### config.mk
export PLATFORM = sky130hd
export DESIGN_NAME = multicycle_control_fsm_flat
export DESIGN_NICKNAME = d
export VERILOG_FILES = /design/src/rtl/multicycle_control_fsm_if.sv /design/src/rtl/multicycle_control_fsm.sv /design/src/flat_wrapper.sv
export SDC_FILE = /design/constraint.sdc
export NUM_CORES = 1
export LEC_CHECK = 0
export CORE_MARGIN = 5
export CORE_UTILIZATION = 50
export DETAILED_ROUTE_END_ITERATION = 6
export PLACE_DENSITY_LB_ADDON = 0.1
export SETUP_SLACK_MARGIN = 0.15
export SKIP_LAST_GASP = 1
export SLEW_MARGIN = 10
export SYNTH_ARGS = -nofsm -noshare
export SYNTH_HDL_FRONTEND = slang
export SYNTH_SLANG_ARGS = --single-unit
### constraint.sdc
create_clock -name clk -period 5.95 [get_ports clk]
set_input_delay 1.19 -clock clk [delete_from_list [all_inputs] [get_ports clk]]
set_output_delay 1.19 -clock clk [all_outputs]
set_load 0.05 [all_outputs]
### src/rtl/multicycle_control_fsm_if.sv
// Control/datapath bundle for the Mini-MIPS multi-cycle control unit.
// The master side is the control FSM; the slave side is the datapath and memories.
interface multicycle_control_fsm_if #(
  parameter int unsigned CNT_W = 32
);
  // decode and handshake inputs to the controller
  logic [31:0]      instr;
  logic [1:0]       instr_type;
  logic [4:0]       op;
  logic             imem_ready;
  logic             dmem_ready;
  logic             fp_done;
  logic             branch_taken;

  // datapath enables driven by the controller
  logic             ir_write;
  logic             pc_write;
  logic [1:0]       pc_src;
  logic             alu_start;
  logic             mem_read;
  logic             mem_write;
  logic             reg_write;
  logic             link_write;
  logic             fp_start;
  logic             fp_reg_write;
  logic             halted;
  logic             error;
  logic [CNT_W-1:0] retired;

  modport master (
    input  instr, instr_type, op, imem_ready, dmem_ready, fp_done, branch_taken,
    output ir_write, pc_write, pc_src, alu_start, mem_read, mem_write, reg_write,
           link_write, fp_start, fp_reg_write, halted, error, retired
  );

  modport slave (
    output instr, instr_type, op, imem_ready, dmem_ready, fp_done, branch_taken,
    input  ir_write, pc_write, pc_src, alu_start, mem_read, mem_write, reg_write,
           link_write, fp_start, fp_reg_write, halted, error, retired
  );
endinterface

### src/rtl/multicycle_control_fsm.sv
// Multi-cycle control unit for Mini-MIPS: fetch/decode/exec/mem/wb sequencing for
// R, I, J and FP classes, with handshake timeouts and a retired-instruction counter.
module multicycle_control_fsm #(
  parameter logic [4:0]  LW_OP   = 5'd16,
  parameter logic [4:0]  SW_OP   = 5'd17,
  parameter logic [4:0]  BR_LO   = 5'd18,
  parameter logic [4:0]  BR_HI   = 5'd23,
  parameter int unsigned TIMEOUT = 16,
  parameter int unsigned CNT_W   = 32
) (
  input  logic                     clk,
  input  logic                     rst_n,
  multicycle_control_fsm_if.master bus
);

  localparam int unsigned WCNT_W = $clog2(TIMEOUT + 1);

  typedef enum logic [2:0] {
    S_FETCH,
    S_DECODE,
    S_EXEC,
    S_MEM,
    S_FP_EXEC,
    S_WB,
    S_HALT,
    S_ERROR
  } state_t;

  state_t             state;
  state_t             state_nxt;
  logic [WCNT_W-1:0]  wait_cnt;
  logic [CNT_W-1:0]   retired_q;
  logic               retire;
  logic               wait_last;

  logic               alu_start_q;
  logic               mem_read_q;
  logic               mem_write_q;
  logic               reg_write_q;
  logic               link_write_q;
  logic               fp_start_q;
  logic               fp_reg_write_q;
  logic               halted_q;
  logic               error_q;

  logic               is_i;
  logic               is_j;
  logic               is_fp;
  logic               is_ld;
  logic               is_st;
  logic               is_br;

  always_comb begin
    is_i  = (bus.instr_type == 2'd1);
    is_j  = (bus.instr_type == 2'd2);
    is_fp = (bus.instr_type == 2'd3);
    is_ld = is_i && (bus.op == LW_OP);
    is_st = is_i && (bus.op == SW_OP);
    is_br = is_i && (bus.op >= BR_LO) && (bus.op <= BR_HI);
  end

  // Last permitted wait cycle: a ready seen now still wins over the timeout.
  assign wait_last = (wait_cnt == WCNT_W'(TIMEOUT - 1));

  always_comb begin
    state_nxt = state;
    retire    = 1'b0;
    case (state)
      S_FETCH: begin
        if (bus.imem_ready)  state_nxt = S_DECODE;
        else if (wait_last)  state_nxt = S_ERROR;
      end
      S_DECODE: begin
        if (bus.instr == '1) state_nxt = S_HALT;
        else if (is_fp)      state_nxt = S_FP_EXEC;
        else                 state_nxt = S_EXEC;
      end
      S_EXEC: begin
        if (is_j || is_br) begin
          state_nxt = S_FETCH;
          retire    = 1'b1;
        end else if (is_ld || is_st) begin
          state_nxt = S_MEM;
        end else begin
          state_nxt = S_WB;
        end
      end
      S_MEM: begin
        if (bus.dmem_ready) begin
          if (is_st) begin
            state_nxt = S_FETCH;
            retire    = 1'b1;
          end else begin
            state_nxt = S_WB;
          end
        end else if (wait_last) begin
          state_nxt = S_ERROR;
        end
      end
      S_FP_EXEC: begin
        if (bus.fp_done)     state_nxt = S_WB;
        else if (wait_last)  state_nxt = S_ERROR;
      end
      S_WB: begin
        state_nxt = S_FETCH;
        retire    = 1'b1;
      end
      default: state_nxt = state;
    endcase
  end

  // Moore strobes are registered from the next state so they are valid for the
  // whole cycle the FSM spends in that state, and clear asynchronously on reset.
  always_ff @(posedge clk or negedge rst_n) begin
    if (!rst_n) begin
      state          <= S_FETCH;
      wait_cnt       <= '0;
      retired_q      <= '0;
      alu_start_q    <= 1'b0;
      mem_read_q     <= 1'b0;
      mem_write_q    <= 1'b0;
      reg_write_q    <= 1'b0;
      link_write_q   <= 1'b0;
      fp_start_q     <= 1'b0;
      fp_reg_write_q <= 1'b0;
      halted_q       <= 1'b0;
      error_q        <= 1'b0;
    end else begin
      state <= state_nxt;
      if (state_nxt != state)
        wait_cnt <= '0;
      else if (wait_cnt != WCNT_W'(TIMEOUT))
        wait_cnt <= wait_cnt + 1'b1;
      if (retire)
        retired_q <= retired_q + 1'b1;
      alu_start_q    <= (state_nxt == S_EXEC);
      mem_read_q     <= (state_nxt == S_MEM) && is_ld;
      mem_write_q    <= (state_nxt == S_MEM) && is_st;
      reg_write_q    <= (state_nxt == S_WB) && !is_fp;
      fp_reg_write_q <= (state_nxt == S_WB) && is_fp;
      link_write_q   <= (state_nxt == S_EXEC) && is_j && bus.op[0];
      fp_start_q     <= (state_nxt == S_FP_EXEC) && (state != S_FP_EXEC);
      halted_q       <= (state_nxt == S_HALT) || (state_nxt == S_ERROR);
      error_q        <= (state_nxt == S_ERROR);
    end
  end

  // Handshake-qualified PC/IR strobes depend on live inputs within the cycle.
  always_comb begin
    bus.ir_write = 1'b0;
    bus.pc_write = 1'b0;
    bus.pc_src   = 2'd0;
    if (rst_n) begin
      case (state)
        S_FETCH: begin
          if (bus.imem_ready) begin
            bus.ir_write = 1'b1;
            bus.pc_write = 1'b1;
          end
        end
        S_EXEC: begin
          if (is_br) begin
            bus.pc_src   = 2'd1;
            bus.pc_write = bus.branch_taken;
          end else if (is_j) begin
            bus.pc_src   = 2'd2;
            bus.pc_write = 1'b1;
          end
        end
        default: ;
      endcase
    end
  end

  assign bus.alu_start    = alu_start_q;
  assign bus.mem_read     = mem_read_q;
  assign bus.mem_write    = mem_write_q;
  assign bus.reg_write    = reg_write_q;
  assign bus.link_write   = link_write_q;
  assign bus.fp_start     = fp_start_q;
  assign bus.fp_reg_write = fp_reg_write_q;
  assign bus.halted       = halted_q;
  assign bus.error        = error_q;
  assign bus.retired      = retired_q;

endmodule
### src/flat_wrapper.sv
// flat-port wrapper written by rule: the top's interface ports become plain ports
module multicycle_control_fsm_flat 
#(
  parameter logic [4:0]  LW_OP   = 5'd16,
  parameter logic [4:0]  SW_OP   = 5'd17,
  parameter logic [4:0]  BR_LO   = 5'd18,
  parameter logic [4:0]  BR_HI   = 5'd23,
  parameter int unsigned TIMEOUT = 16,
  parameter int unsigned CNT_W   = 32
)
  (clk, rst_n, bus_instr, bus_instr_type, bus_op, bus_imem_ready, bus_dmem_ready, bus_fp_done, bus_branch_taken, bus_ir_write, bus_pc_write, bus_pc_src, bus_alu_start, bus_mem_read, bus_mem_write, bus_reg_write, bus_link_write, bus_fp_start, bus_fp_reg_write, bus_halted, bus_error, bus_retired);
  multicycle_control_fsm_if #(.CNT_W(CNT_W)) bus_i ();
  input  logic clk;
  input  logic rst_n;
  input wire logic [$bits(bus_i.instr)-1:0] bus_instr;
  input wire logic [$bits(bus_i.instr_type)-1:0] bus_instr_type;
  input wire logic [$bits(bus_i.op)-1:0] bus_op;
  input wire logic [$bits(bus_i.imem_ready)-1:0] bus_imem_ready;
  input wire logic [$bits(bus_i.dmem_ready)-1:0] bus_dmem_ready;
  input wire logic [$bits(bus_i.fp_done)-1:0] bus_fp_done;
  input wire logic [$bits(bus_i.branch_taken)-1:0] bus_branch_taken;
  output wire logic [$bits(bus_i.ir_write)-1:0] bus_ir_write;
  output wire logic [$bits(bus_i.pc_write)-1:0] bus_pc_write;
  output wire logic [$bits(bus_i.pc_src)-1:0] bus_pc_src;
  output wire logic [$bits(bus_i.alu_start)-1:0] bus_alu_start;
  output wire logic [$bits(bus_i.mem_read)-1:0] bus_mem_read;
  output wire logic [$bits(bus_i.mem_write)-1:0] bus_mem_write;
  output wire logic [$bits(bus_i.reg_write)-1:0] bus_reg_write;
  output wire logic [$bits(bus_i.link_write)-1:0] bus_link_write;
  output wire logic [$bits(bus_i.fp_start)-1:0] bus_fp_start;
  output wire logic [$bits(bus_i.fp_reg_write)-1:0] bus_fp_reg_write;
  output wire logic [$bits(bus_i.halted)-1:0] bus_halted;
  output wire logic [$bits(bus_i.error)-1:0] bus_error;
  output wire logic [$bits(bus_i.retired)-1:0] bus_retired;
  assign bus_i.instr = bus_instr;
  assign bus_i.instr_type = bus_instr_type;
  assign bus_i.op = bus_op;
  assign bus_i.imem_ready = bus_imem_ready;
  assign bus_i.dmem_ready = bus_dmem_ready;
  assign bus_i.fp_done = bus_fp_done;
  assign bus_i.branch_taken = bus_branch_taken;
  assign bus_ir_write = bus_i.ir_write;
  assign bus_pc_write = bus_i.pc_write;
  assign bus_pc_src = bus_i.pc_src;
  assign bus_alu_start = bus_i.alu_start;
  assign bus_mem_read = bus_i.mem_read;
  assign bus_mem_write = bus_i.mem_write;
  assign bus_reg_write = bus_i.reg_write;
  assign bus_link_write = bus_i.link_write;
  assign bus_fp_start = bus_i.fp_start;
  assign bus_fp_reg_write = bus_i.fp_reg_write;
  assign bus_halted = bus_i.halted;
  assign bus_error = bus_i.error;
  assign bus_retired = bus_i.retired;
  multicycle_control_fsm #(.LW_OP(LW_OP), .SW_OP(SW_OP), .BR_LO(BR_LO), .BR_HI(BR_HI), .TIMEOUT(TIMEOUT), .CNT_W(CNT_W)) u_core (.clk(clk), .rst_n(rst_n), .bus(bus_i));
endmodule
==> metrics, run 1 <==
status finished, final reports clean; final clock period utilization by the worst path around 80%; cells resized by post-CTS repair 0; tightest slew margin relative to the limit between 50 and 60%; total clock sinks a little under 50; area of the die 7150 sq um; floorplan row count 27; Total Routing Usage GR 19.2%; remaining antenna violation count 0; wire length of the first global-routing pass between 10000 and 15000 microns; Most used DFF post-synth sky130_fd_sc_hd__dfrtp_1; via count of the first global-routing pass roughly 2400; Setup Crit Path Kind input pin to output pin; largest net degree at the start of global routing 30; flip-flop and latch count after synthesis slightly below 50; Leakage between 1 and 1.5 nW; Worst path most repeated cell sky130_fd_sc_hd__clkdlybuf4s50_1; maximum net fanout on the critical path 7; Final Total Pwr 1.20 mW; number of DRC violations after detailed routing 0; final cell utilization of the core 70.2%; Setup crit start kind input pin; htree depth 2; Fillers approximately 430; remaining global-route overflow 0; shortest clock period the worst path allows after layout 4.75 ns; unrepaired setup endpoints after global routing no; worst-case clock buffer depth 2; area share of the largest cell type after synthesis between 40% and 50%; series of cell instances along the critical path clkdlybuf4s50_1, nand4bb_4, o21ai_2, o31ai_1, a211oi_1, clkdlybuf4s50_1; count of routing violations after the opening detailed-route iteration 145; mapped cell area 2780 sq um; tightest hold margin around 0.47 ns; fraction of final layout cells sized beyond drive strength 1 between 10% and 20%; initial core utilization about half; gate count of the mapped netlist ~270; Area growth, synth to finish 37.3%; cts bufs inserted 5; worst setup slack for register-to-register paths about 3.7 ns; data arrival time of the critical path between 3 and 4 ns; actual transition at the worst max-transition pin ~0.68 ns; post-place setup slack 1.18 ns; family with the most delay on the worst path buffers and inverters; Finished Cell Area roughly 3800 sq um; number of antenna violations at the first check in global routing 0; setup fix buffers added after clock tree synthesis 0; Clock Skews 0.00960 ns; Pins Over Slew Limit 0; register area share after synthesis between 40% and 50%; core area 5440 sq um; Max stage delay cell, worst path sky130_fd_sc_hd__clkdlybuf4s50_1; type of the most critical hold path flop to flop; number of distinct standard cells referenced by the synthesized netlist 58; top cells by area in the synthesized netlist sky130_fd_sc_hd__dfrtp_1 (44%), sky130_fd_sc_hd__xnor2_1 (5.7%), sky130_fd_sc_hd__nand4_1 (5.4%); NumNets Final ~400; IO Count 90; cell types with the highest counts after synthesis sky130_fd_sc_hd__dfrtp_1 (49), sky130_fd_sc_hd__nand4_1 (24), sky130_fd_sc_hd__nand2_1 (19), sky130_fd_sc_hd__xnor2_1 (18), sky130_fd_sc_hd__xor2_1 (16); worst skew pair latency slightly above 0.3 ns; FMAX roughly 210 MHz; syn avg cell area ~10 sq um; synth warn 0; CTS Hold Buffers Added 0; clock tree from TritonCTS done; critical path required time around 4.8 ns; detailed placer's ending HPWL about 5200 microns; worst setup slack after layout between 1 and 1.5 ns; post-placement cell area roughly 3700 sq um; CP peak stage delay about 0.86 ns; Worst-path clk slew about 0.090 ns; number of flops mapped to enable cells by yosys 0; post-detailed-routing wire length just under 7000 microns; count of buffering cells on the critical path with inverters included 2; share of flip-flops with an asynchronous set or reset after synthesis 100%; power per cell area 315 nW/um^2; total number of vias 2411; library cell with the highest instance count after synthesis sky130_fd_sc_hd__dfrtp_1; final cell count without fillers 428; root buffer cell sky130_fd_sc_hd__clkbuf_8; highest ir drop seen on vdd roughly 0.18 mV; average wire per standard cell between 15 and 20 microns; total of endpoints with negative setup slack in the final report 0; type of destination of the critical path output pin; Mapped Nets ~320; vias per cell approximately 5.6; first-pass iteration count of the detailed router 4; Hold Fails Final Rpt 0; Die Y 84.6 microns; die width around 85 microns; placed cell count between 400 and 500; cell type contributing the most total cell area after synthesis sky130_fd_sc_hd__dfrtp_1; TNS Setup 0 ns; antenna diode count 0; final weighted congestion in routability-driven placement around 0.83; number of maximum-capacitance violations 0; count of buffers inserted at the top-level ports 89
-- per-layer routing --
layer / track usage (%) / share of wire, % / routed length [microns] / vias up
met5: 0 / 0 / 0 / -
met4: 4.60 / 0.79 / 53 / 0
met3: 5.10 / 7.7 / 519 / 5
met2: 34.4 / 51 / 3410 / 88
met1: 22.8 / 41 / 2750 / 1157
li1: - / - / - / 1161
-- registers in the layout, indices dropped and copies added, names as in the netlist --
| signal | count |
|---|---|
| u_core.bus.reg_write | 1 |
| u_core.bus.fp_start | 1 |
| u_core.bus.mem_read | 1 |
| u_core.bus.link_write | 1 |
| u_core.state | 3 |
| u_core.bus.fp_reg_write | 1 |
| u_core.bus.mem_write | 1 |
| u_core.wait_cnt | 5 |
| u_core.bus.alu_start | 1 |
| u_core.bus.error | 1 |
| u_core.bus.halted | 1 |
| u_core.bus.retired | 32 |
-- layout by cell type, fill, tap and decap left out, types with 3 or more instances in the layout --
cell type / n
sky130_fd_sc_hd__dfrtp_1: 49
sky130_fd_sc_hd__inv_1: 8
sky130_fd_sc_hd__and3_1: 7
sky130_fd_sc_hd__clkdlybuf4s50_1: 88
sky130_fd_sc_hd__nor4_2: 3
sky130_fd_sc_hd__nand3_1: 15
sky130_fd_sc_hd__xnor2_1: 18
sky130_fd_sc_hd__nor2_1: 15
sky130_fd_sc_hd__nand2_1: 19
sky130_fd_sc_hd__and4_1: 3
sky130_fd_sc_hd__nor3_1: 7
sky130_fd_sc_hd__o21ai_0: 5
sky130_fd_sc_hd__nand4_1: 24
sky130_fd_sc_hd__ha_1: 4
sky130_fd_sc_hd__o211ai_1: 4
sky130_fd_sc_hd__clkbuf_8: 5
sky130_fd_sc_hd__nor3_2: 8
sky130_fd_sc_hd__xor2_1: 16
sky130_fd_sc_hd__nor4_1: 5
-- final timing paths --
check | startpoint | to | cells past startpoint
worst max register to register | u_core.wait_cnt[0]$_DFFE_PN0P_ | u_core.bus.reg_write$_DFF_PN0_ | 8
max in group asynchronous | rst_n | u_core.bus.halted$_DFF_PN0_ | 2
worst min register to register | u_core.bus.retired[31]$_DFFE_PN0P_ | u_core.bus.retired[31]$_DFFE_PN0P_ | 1
worst min-delay path | u_core.bus.retired[31]$_DFFE_PN0P_ | u_core.bus.retired[31]$_DFFE_PN0P_ | 1
min in group asynchronous | rst_n | u_core.bus.retired[31]$_DFFE_PN0P_ | 1
worst max-delay path | bus_instr_type[1] | bus_pc_write | 6
-- final cells by class --
type | count | area [sq um] | share of cell area (%)
tap | 72 | 90.1 | 2.36
clock buffer | 5 | 68.8 | 1.80
clock inverter | 3 | 46.3 | 1.21
inverter | 10 | 37.5 | 0.983
sequential | 49 | 1230 | 32.1
multi-input combinational | 199 | 1460 | 38.1
timing repair buffer | 90 | 893 | 23.4
-- report_power, final --
part           leakage, nW  switching, mW  internal [mW]
logic                0.747          0.319          0.190
registers            0.612         0.0748          0.376
clock network       0.0543          0.116          0.126
total                 1.41          0.510          0.692
-- kinds of logic (layout without fill, tap and decap cells) --
family,after synthesis,count (layout),share of synthesized area (%)
adder cells (fa/ha/maj),4,4,1.80
XOR/XNOR,34,34,10.7
AO/OA/AOI/OAI,29,29,8.78
AND/OR/NAND/NOR,131,131,30.7
multiplexers,1,1,0.360
buffers and inverters,20,108,3.56
flip-flops,49,49,44.1
Power figures use the tool's default switching activity.
==> inputs of run 2 (changes only) <==
--- a/config.mk
+++ b/config.mk
@@ -6,7 +6,7 @@
 export NUM_CORES = 1
 export LEC_CHECK = 0
 export CORE_MARGIN = 5
-export CORE_UTILIZATION = 50
+export CORE_UTILIZATION = 46
 export DETAILED_ROUTE_END_ITERATION = 6
 export PLACE_DENSITY_LB_ADDON = 0.1
 export SETUP_SLACK_MARGIN = 0.15
==> constraint.sdc (replaced) <==
create_clock -name clk -period 4.6 [get_ports clk]
set_input_delay 0.92 -clock clk [delete_from_list [all_inputs] [get_ports clk]]
set_output_delay 0.92 -clock clk [all_outputs]
set_load 0.05 [all_outputs]
==> run 2 against run 1 <==
  * Sequential share of layout area increased by 0.34 points
  * Register-to-register slack worse by 1.3 ns
  * Die area rose by 7.7%
  * Cell area fell by 1.0%
  * Setup slack worse by 0.31 ns
  * Via count decreased by 0.62%
  * Routed wire length decreased by 1.9%
  * Global-route usage is 0.57 points lower
  * Combinational power up 28%
  * Largest power group unchanged
  * Highest routed layer unchanged
==> metrics, run 2 (synthesized netlist as in run 1, its figures left out) <==
data arrival time of the critical path 2.79 ns (was 3.56 ns); most common cell after layout, fill and taps aside sky130_fd_sc_hd__clkdlybuf4s50_1 (unchanged); final clock period utilization by the worst path roughly 81%; floorplan row count 28 (was 27); worst-case clock buffer depth 2 (unchanged); clock tree from TritonCTS done (unchanged); worst setup slack for register-to-register paths 2.37 ns (was 3.67 ns); Setup Crit Path Kind input pin to output pin (unchanged); Final Total Pwr 1.46 mW (was 1.20 mW); number of DRC violations after detailed routing 0 (unchanged); max reg flops 32 (unchanged); launching point of the worst reg2reg path u_core.wait_cnt[0]$_DFFE_PN0P_ (unchanged); leading cell types in the layout, fill and taps excluded sky130_fd_sc_hd__clkdlybuf4s50_1 (87), sky130_fd_sc_hd__dfrtp_1 (49), sky130_fd_sc_hd__nand4_1 (24), sky130_fd_sc_hd__nand2_1 (19), sky130_fd_sc_hd__xnor2_1 (18) (was sky130_fd_sc_hd__clkdlybuf4s50_1 (88), sky130_fd_sc_hd__dfrtp_1 (49), sky130_fd_sc_hd__nand4_1 (24), sky130_fd_sc_hd__nand2_1 (19), sky130_fd_sc_hd__xnor2_1 (18)); Worst path most repeated cell sky130_fd_sc_hd__clkdlybuf4s50_1 (unchanged); final cell count without fillers 429 (was 428); Clock Skews 0.00816 ns (was 0.00960 ns); final weighted congestion in routability-driven placement 0.821 (was 0.833); antenna diode count 0 (unchanged); TNS Setup 0 ns (unchanged); Setup crit start kind input pin (unchanged); Total Routing Usage GR 18.6% (was 19.2%); via count of the first global-routing pass 2427 (was 2383); capture point of the critical path bus_pc_src[0] (was bus_pc_write); type of the most critical hold path flop to flop (unchanged); cts bufs inserted 5 (unchanged); status finished, final reports clean (unchanged); NumNets Final 404 (unchanged); worst skew pair latency 0.30 ns (was 0.31 ns); Pins Over Slew Limit 0 (unchanged); FMAX about 270 MHz; post-detailed-routing wire length 6600 microns (was 6730 microns); post-place setup slack 0.896 ns (was 1.18 ns); unrepaired setup endpoints after global routing no (unchanged); Max stage delay cell, worst path sky130_fd_sc_hd__clkdlybuf4s50_1 (unchanged); cells resized by post-CTS repair 0 (unchanged); actual transition at the worst max-transition pin 0.693 ns (was 0.678 ns); initial core utilization 47.2% (was 51.1%); CP peak stage delay 0.84 ns (was 0.86 ns); final cell utilization of the core 64.2% (was 70.2%); wire length of the first global-routing pass 11300 microns (was 11200 microns); shortest clock period the worst path allows after layout approximately 3.7 ns; remaining antenna violation count 0 (unchanged); count of routing violations after the opening detailed-route iteration 108 (was 145); core area 5890 sq um (was 5440 sq um); Fillers 517 (was 426); start point of the critical path bus_instr_type[1] (unchanged); setup fix buffers added after clock tree synthesis 0 (unchanged); Leakage 1.40 nW (was 1.41 nW); power per cell area 386 nW/um^2 (was 315 nW/um^2); series of cell instances along the critical path clkdlybuf4s50_1, nand4bb_4, nor3_1, clkdlybuf4s50_1 (was clkdlybuf4s50_1, nand4bb_4, o21ai_2, o31ai_1, a211oi_1, clkdlybuf4s50_1); IO Count 90 (unchanged); detailed placer's ending HPWL 5140 microns (was 5250 microns); remaining global-route overflow 0 (unchanged); type of destination of the critical path output pin (unchanged); highest ir drop seen on vdd 0.306 mV (was 0.178 mV); total number of vias 2396 (was 2411); htree depth 2 (unchanged); total of endpoints with negative setup slack in the final report 0 (unchanged); number of maximum-capacitance violations 0 (unchanged); CTS Hold Buffers Added 0 (unchanged); cell count of the worst hold path 1 (unchanged); total clock sinks 49 (unchanged); worst setup slack after layout 0.890 ns (was 1.20 ns); average wire per standard cell 15.4 microns (was 15.7 microns); largest net degree at the start of global routing 50 (was 30); Area growth, synth to finish 35.9% (was 37.3%); critical path required time 3.68 ns (was 4.76 ns); Worst-path clk slew 0.08 ns (was 0.09 ns); vias per cell 5.59 (was 5.63); fraction of final layout cells sized beyond drive strength 1 10.2% (was 10.4%); Hold Fails Final Rpt 0 (unchanged); die width 87.7 microns (was 84.6 microns); placed cell count 423 (was 420); endpoint of the lowest-slack register-to-register path u_core.bus.halted$_DFF_PN0_ (was u_core.bus.reg_write$_DFF_PN0_); number of antenna violations at the first check in global routing 0 (unchanged); tightest slew margin relative to the limit 53.8% (was 54.8%); area of the die 7700 sq um (was 7150 sq um); Die Y 87.7 microns (was 84.6 microns); cells on worst reg2reg path 8 (unchanged); root buffer cell sky130_fd_sc_hd__clkbuf_8 (unchanged); count of buffers inserted at the top-level ports 89 (unchanged); startpoint of the worst hold path u_core.bus.retired[31]$_DFFE_PN0P_ (unchanged); maximum net fanout on the critical path 7 (unchanged); first-pass iteration count of the detailed router 4 (unchanged)
run 2: how the worst min path moves through the flow:
stage                                          to  slack [ns]
6_report       u_core.bus.retired[31]$_DFFE_PN0P_        0.49
2_1_floorplan      u_core.wait_cnt[3]$_DFFE_PN0P_        0.53
5_1_grt        u_core.bus.retired[31]$_DFFE_PN0P_        0.51
4_1_cts        u_core.bus.retired[26]$_DFFE_PN0P_        0.50
3_3_place_gp   u_core.bus.retired[31]$_DFFE_PN0P_        0.46
3_5_place_dp   u_core.bus.retired[31]$_DFFE_PN0P_        0.48
run 2: final cells by class:
class | instances | area [sq um] | share of cell area [%]
sequential | 49 | 1230 | 32.5
clock buffer | 5 | 68.8 | 1.82
inverter | 10 | 37.5 | 0.994
clock inverter | 1 | 5.00 | 0.132
multi-input combinational | 199 | 1460 | 38.5
timing repair buffer | 90 | 891 | 23.6
tap | 75 | 93.8 | 2.48
run 2: power by group:
group          leakage, nW  switching, mW  total [mW]  internal [mW]
Combinational        0.749          0.404       0.649          0.245
Clock               0.0399          0.129       0.229          0.100
Sequential           0.612         0.0948       0.582          0.487
run 2: metrics by stage:
step | hold slack [ns] | cell area, sq um
2_1_floorplan | 0.535 | 2780
5_1_grt | 0.512 | 3780
4_1_cts | 0.496 | 3780
3_5_place_dp | 0.484 | 3700
6_report | 0.489 | 3780
3_3_place_gp | 0.456 | 3700
run 2: metal layers:
layer	vias up	part of all wire [%]	global-route usage (%)
li1	1161	-	-
met1	1140	42	23.6
met2	88	50	31.4
met3	7	7.6	4.23
met4	0	1.3	6.28
met5	-	0	0
run 2: worst max-delay path: cells and delay by family:
kind | cells | cell delay, ns
AND/OR/NAND/NOR | 2 | 0.53
buffers and inverters | 2 | 1.33
==> inputs of run 3 (changes only) <==
--- a/config.mk
+++ b/config.mk
@@ -6,7 +6,7 @@
 export NUM_CORES = 1
 export LEC_CHECK = 0
 export CORE_MARGIN = 5
-export CORE_UTILIZATION = 46
+export CORE_UTILIZATION = 42
 export DETAILED_ROUTE_END_ITERATION = 6
 export PLACE_DENSITY_LB_ADDON = 0.1
 export SETUP_SLACK_MARGIN = 0.15
==> constraint.sdc (replaced) <==
create_clock -name clk -period 3.41 [get_ports clk]
set_input_delay 0.682 -clock clk [delete_from_list [all_inputs] [get_ports clk]]
set_output_delay 0.682 -clock clk [all_outputs]
set_load 0.05 [all_outputs]
==> run 3 against run 2 <==
  * Combinational power increased by 38%
  * First-iteration DRC count shrank 35%
  * Core utilization decreased by 4.1 points
  * Register-to-register slack lost 1.2 ns
  * Cell area increased by 1.5%
  * Via count rose by 0.13%
  * Sequential share of layout area is 0.49 points lower
  * Routed wire length is 3.4% higher
  * Clock-buffer cell count is 2 higher
  * Critical path depth rose by 3
  * Clock skew barely moved
  * Critical path type unchanged
==> metrics, run 3 (synthesized netlist as in run 1, its figures left out) <==
status finished, final reports clean (unchanged); via count of the first global-routing pass 2452 (was 2427); relative contribution of the clock network to total power 20.1% (was 15.7%); IO Count 90 (unchanged); leading cell types in the layout, fill and taps excluded sky130_fd_sc_hd__clkdlybuf4s50_1 (84), sky130_fd_sc_hd__dfrtp_1 (49), sky130_fd_sc_hd__nand4_1 (24), sky130_fd_sc_hd__nand2_1 (19), sky130_fd_sc_hd__xnor2_1 (18) (was sky130_fd_sc_hd__clkdlybuf4s50_1 (87), sky130_fd_sc_hd__dfrtp_1 (49), sky130_fd_sc_hd__nand4_1 (24), sky130_fd_sc_hd__nand2_1 (19), sky130_fd_sc_hd__xnor2_1 (18)); tightest slew margin relative to the limit 54.1% (was 53.8%); NumNets Final 405 (was 404); clock tree from TritonCTS done (unchanged); unrepaired setup endpoints after global routing no (unchanged); core area 6390 sq um (was 5890 sq um); number of antenna violations at the first check in global routing 0 (unchanged); total of endpoints with negative setup slack in the final report 0 (unchanged); cells resized by post-CTS repair 0 (unchanged); vias per cell 5.53 (was 5.59); Max stage delay cell, worst path sky130_fd_sc_hd__clkdlybuf4s50_1 (unchanged); first-pass iteration count of the detailed router 4 (unchanged); Setup Crit Path Kind input pin to output pin (unchanged); Die Y 91.4 microns (was 87.7 microns); type of destination of the critical path output pin (unchanged); part of the power in combinational logic 42.4% (was 44.5%); root buffer cell sky130_fd_sc_hd__clkbuf_8 (unchanged); remaining global-route overflow 0 (unchanged); floorplan row count 29 (was 28); data arrival time of the critical path 2.40 ns (was 2.79 ns); count of buffers inserted at the top-level ports 89 (unchanged); shortest clock period the worst path allows after layout about 3.1 ns; tightest hold margin 0.468 ns (was 0.489 ns); number of DRC violations after detailed routing 0 (unchanged); count of routing violations after the opening detailed-route iteration 70 (was 108); internal power component 1.24 mW (was 0.832 mW); fraction of power consumed by sequential logic 37.5% (was 39.8%); type of the most critical hold path flop to flop (unchanged); Pins Over Slew Limit 0 (unchanged); setup fix buffers added after clock tree synthesis 0 (unchanged); FMAX between 300 and 400 MHz; series of cell instances along the critical path clkdlybuf4s50_1, nand4bb_4, o21ai_2, o31ai_1, a211oi_1, buf_4, buf_12 (was clkdlybuf4s50_1, nand4bb_4, nor3_1, clkdlybuf4s50_1); actual transition at the worst max-transition pin 0.689 ns (was 0.693 ns); switching share of power 41.3% (was 43.0%); worst-case clock buffer depth 2 (unchanged); post-detailed-routing wire length 6820 microns (was 6600 microns); Leakage 1.43 nW (was 1.40 nW); fraction of final layout cells sized beyond drive strength 1 11.5% (was 10.2%); detailed placer's ending HPWL 5210 microns (was 5140 microns); max reg flops 32 (unchanged); number of maximum-capacitance violations 0 (unchanged); Clock Skews 0.00818 ns (was 0.00816 ns); critical path required time 2.73 ns (was 3.68 ns); average wire per standard cell 15.7 microns (was 15.4 microns); area of the die 8350 sq um (was 7700 sq um); most common cell after layout, fill and taps aside sky130_fd_sc_hd__clkdlybuf4s50_1 (unchanged); final weighted congestion in routability-driven placement 0.844 (was 0.821); total clock sinks 49 (unchanged); power per cell area 549 nW/um^2 (was 386 nW/um^2); die width 91.4 microns (was 87.7 microns); cts bufs inserted 5 (unchanged); post-placement cell area 3720 sq um (was 3700 sq um); TNS Setup 0 ns (unchanged); Setup crit start kind input pin (unchanged); Worst-path clk slew 0.09 ns (was 0.08 ns); Area growth, synth to finish 37.9% (was 35.9%); Finished Cell Area 3830 sq um (was 3780 sq um); antenna diode count 0 (unchanged); power dissipated by switching net loads 0.870 mW (was 0.628 mW); largest net degree at the start of global routing 50 (unchanged); wire length of the first global-routing pass 11500 microns (was 11300 microns); highest ir drop seen on vdd 0.361 mV (was 0.306 mV); maximum net fanout on the critical path 7 (unchanged); CP peak stage delay 0.49 ns (was 0.84 ns); Total Routing Usage GR 16.4% (was 18.6%); remaining antenna violation count 0 (unchanged); htree depth 2 (unchanged); worst skew pair latency 0.29 ns (was 0.30 ns); Hold Fails Final Rpt 0 (unchanged); final clock period utilization by the worst path 90.5%; CTS Hold Buffers Added 0 (unchanged); initial core utilization 43.5% (was 47.2%); Final Total Pwr 2.11 mW (was 1.46 mW); total number of vias 2399 (was 2396)
## run 3: cell type report
class                           instances  area (sq um)
Timing Repair Buffer                   91           903
Clock inverter                          1          30.0
Tap cell                               77          96.3
Inverter                               10          37.5
Multi-Input combinational cell        199          1460
Clock buffer                            7          86.3
Sequential cell                        49          1230
Fill cell                             558          2550
## run 3: per-stage QoR
stage	util (%)	instances	worst slack, ns
finish	60.1	434	0.325
global route	60.1	434	0.201
CTS	60.1	434	0.316
detailed placement	58.2	426	0.317
global placement	58.2	426	0.361
floorplan	-	268	0.215
## run 3: layer usage
metal,GRT usage (%),vias up,wire (microns)
li1,-,1160,-
met3,3.72,4,534
met2,29.6,90,3420
met4,3.91,0,42
met1,19.7,1145,2830
met5,0,-,0
## run 3: path summary, 6_finish.rpt
kind	startpoint	endpoint	slack, ns	depth (start not counted)
min reg2reg	u_core.bus.retired[31]$_DFFE_PN0P_	u_core.bus.retired[31]$_DFFE_PN0P_	0.47	1
min	u_core.bus.retired[31]$_DFFE_PN0P_	u_core.bus.retired[31]$_DFFE_PN0P_	0.47	1
max	bus_instr_type[1]	bus_pc_write	0.33	7
max reg2reg	u_core.wait_cnt[0]$_DFFE_PN0P_	u_core.bus.link_write$_DFF_PN0_	1.14	8
max in group asynchronous	rst_n	u_core.bus.mem_read$_DFF_PN0_	2.47	2
min in group asynchronous	rst_n	u_core.bus.retired[3]$_DFFE_PN0P_	0.53	2
## run 3: power by group through the flow
stage          clock [mW]  combinational (mW)  sequential [mW]
3_3_place_gp            0               0.891            0.797
5_1_grt             0.457               0.974            0.808
2_1_floorplan           0               0.520            0.908
6_report            0.423               0.893            0.790
3_5_place_dp            0               0.894            0.797
4_1_cts             0.437               0.902            0.788
## run 3: worst max-delay path, delay by kind of cell
kind | cells | cell delay (ns)
simple gates | 1 | 0.31
compound gates | 3 | 0.63
buf+inv | 3 | 0.77
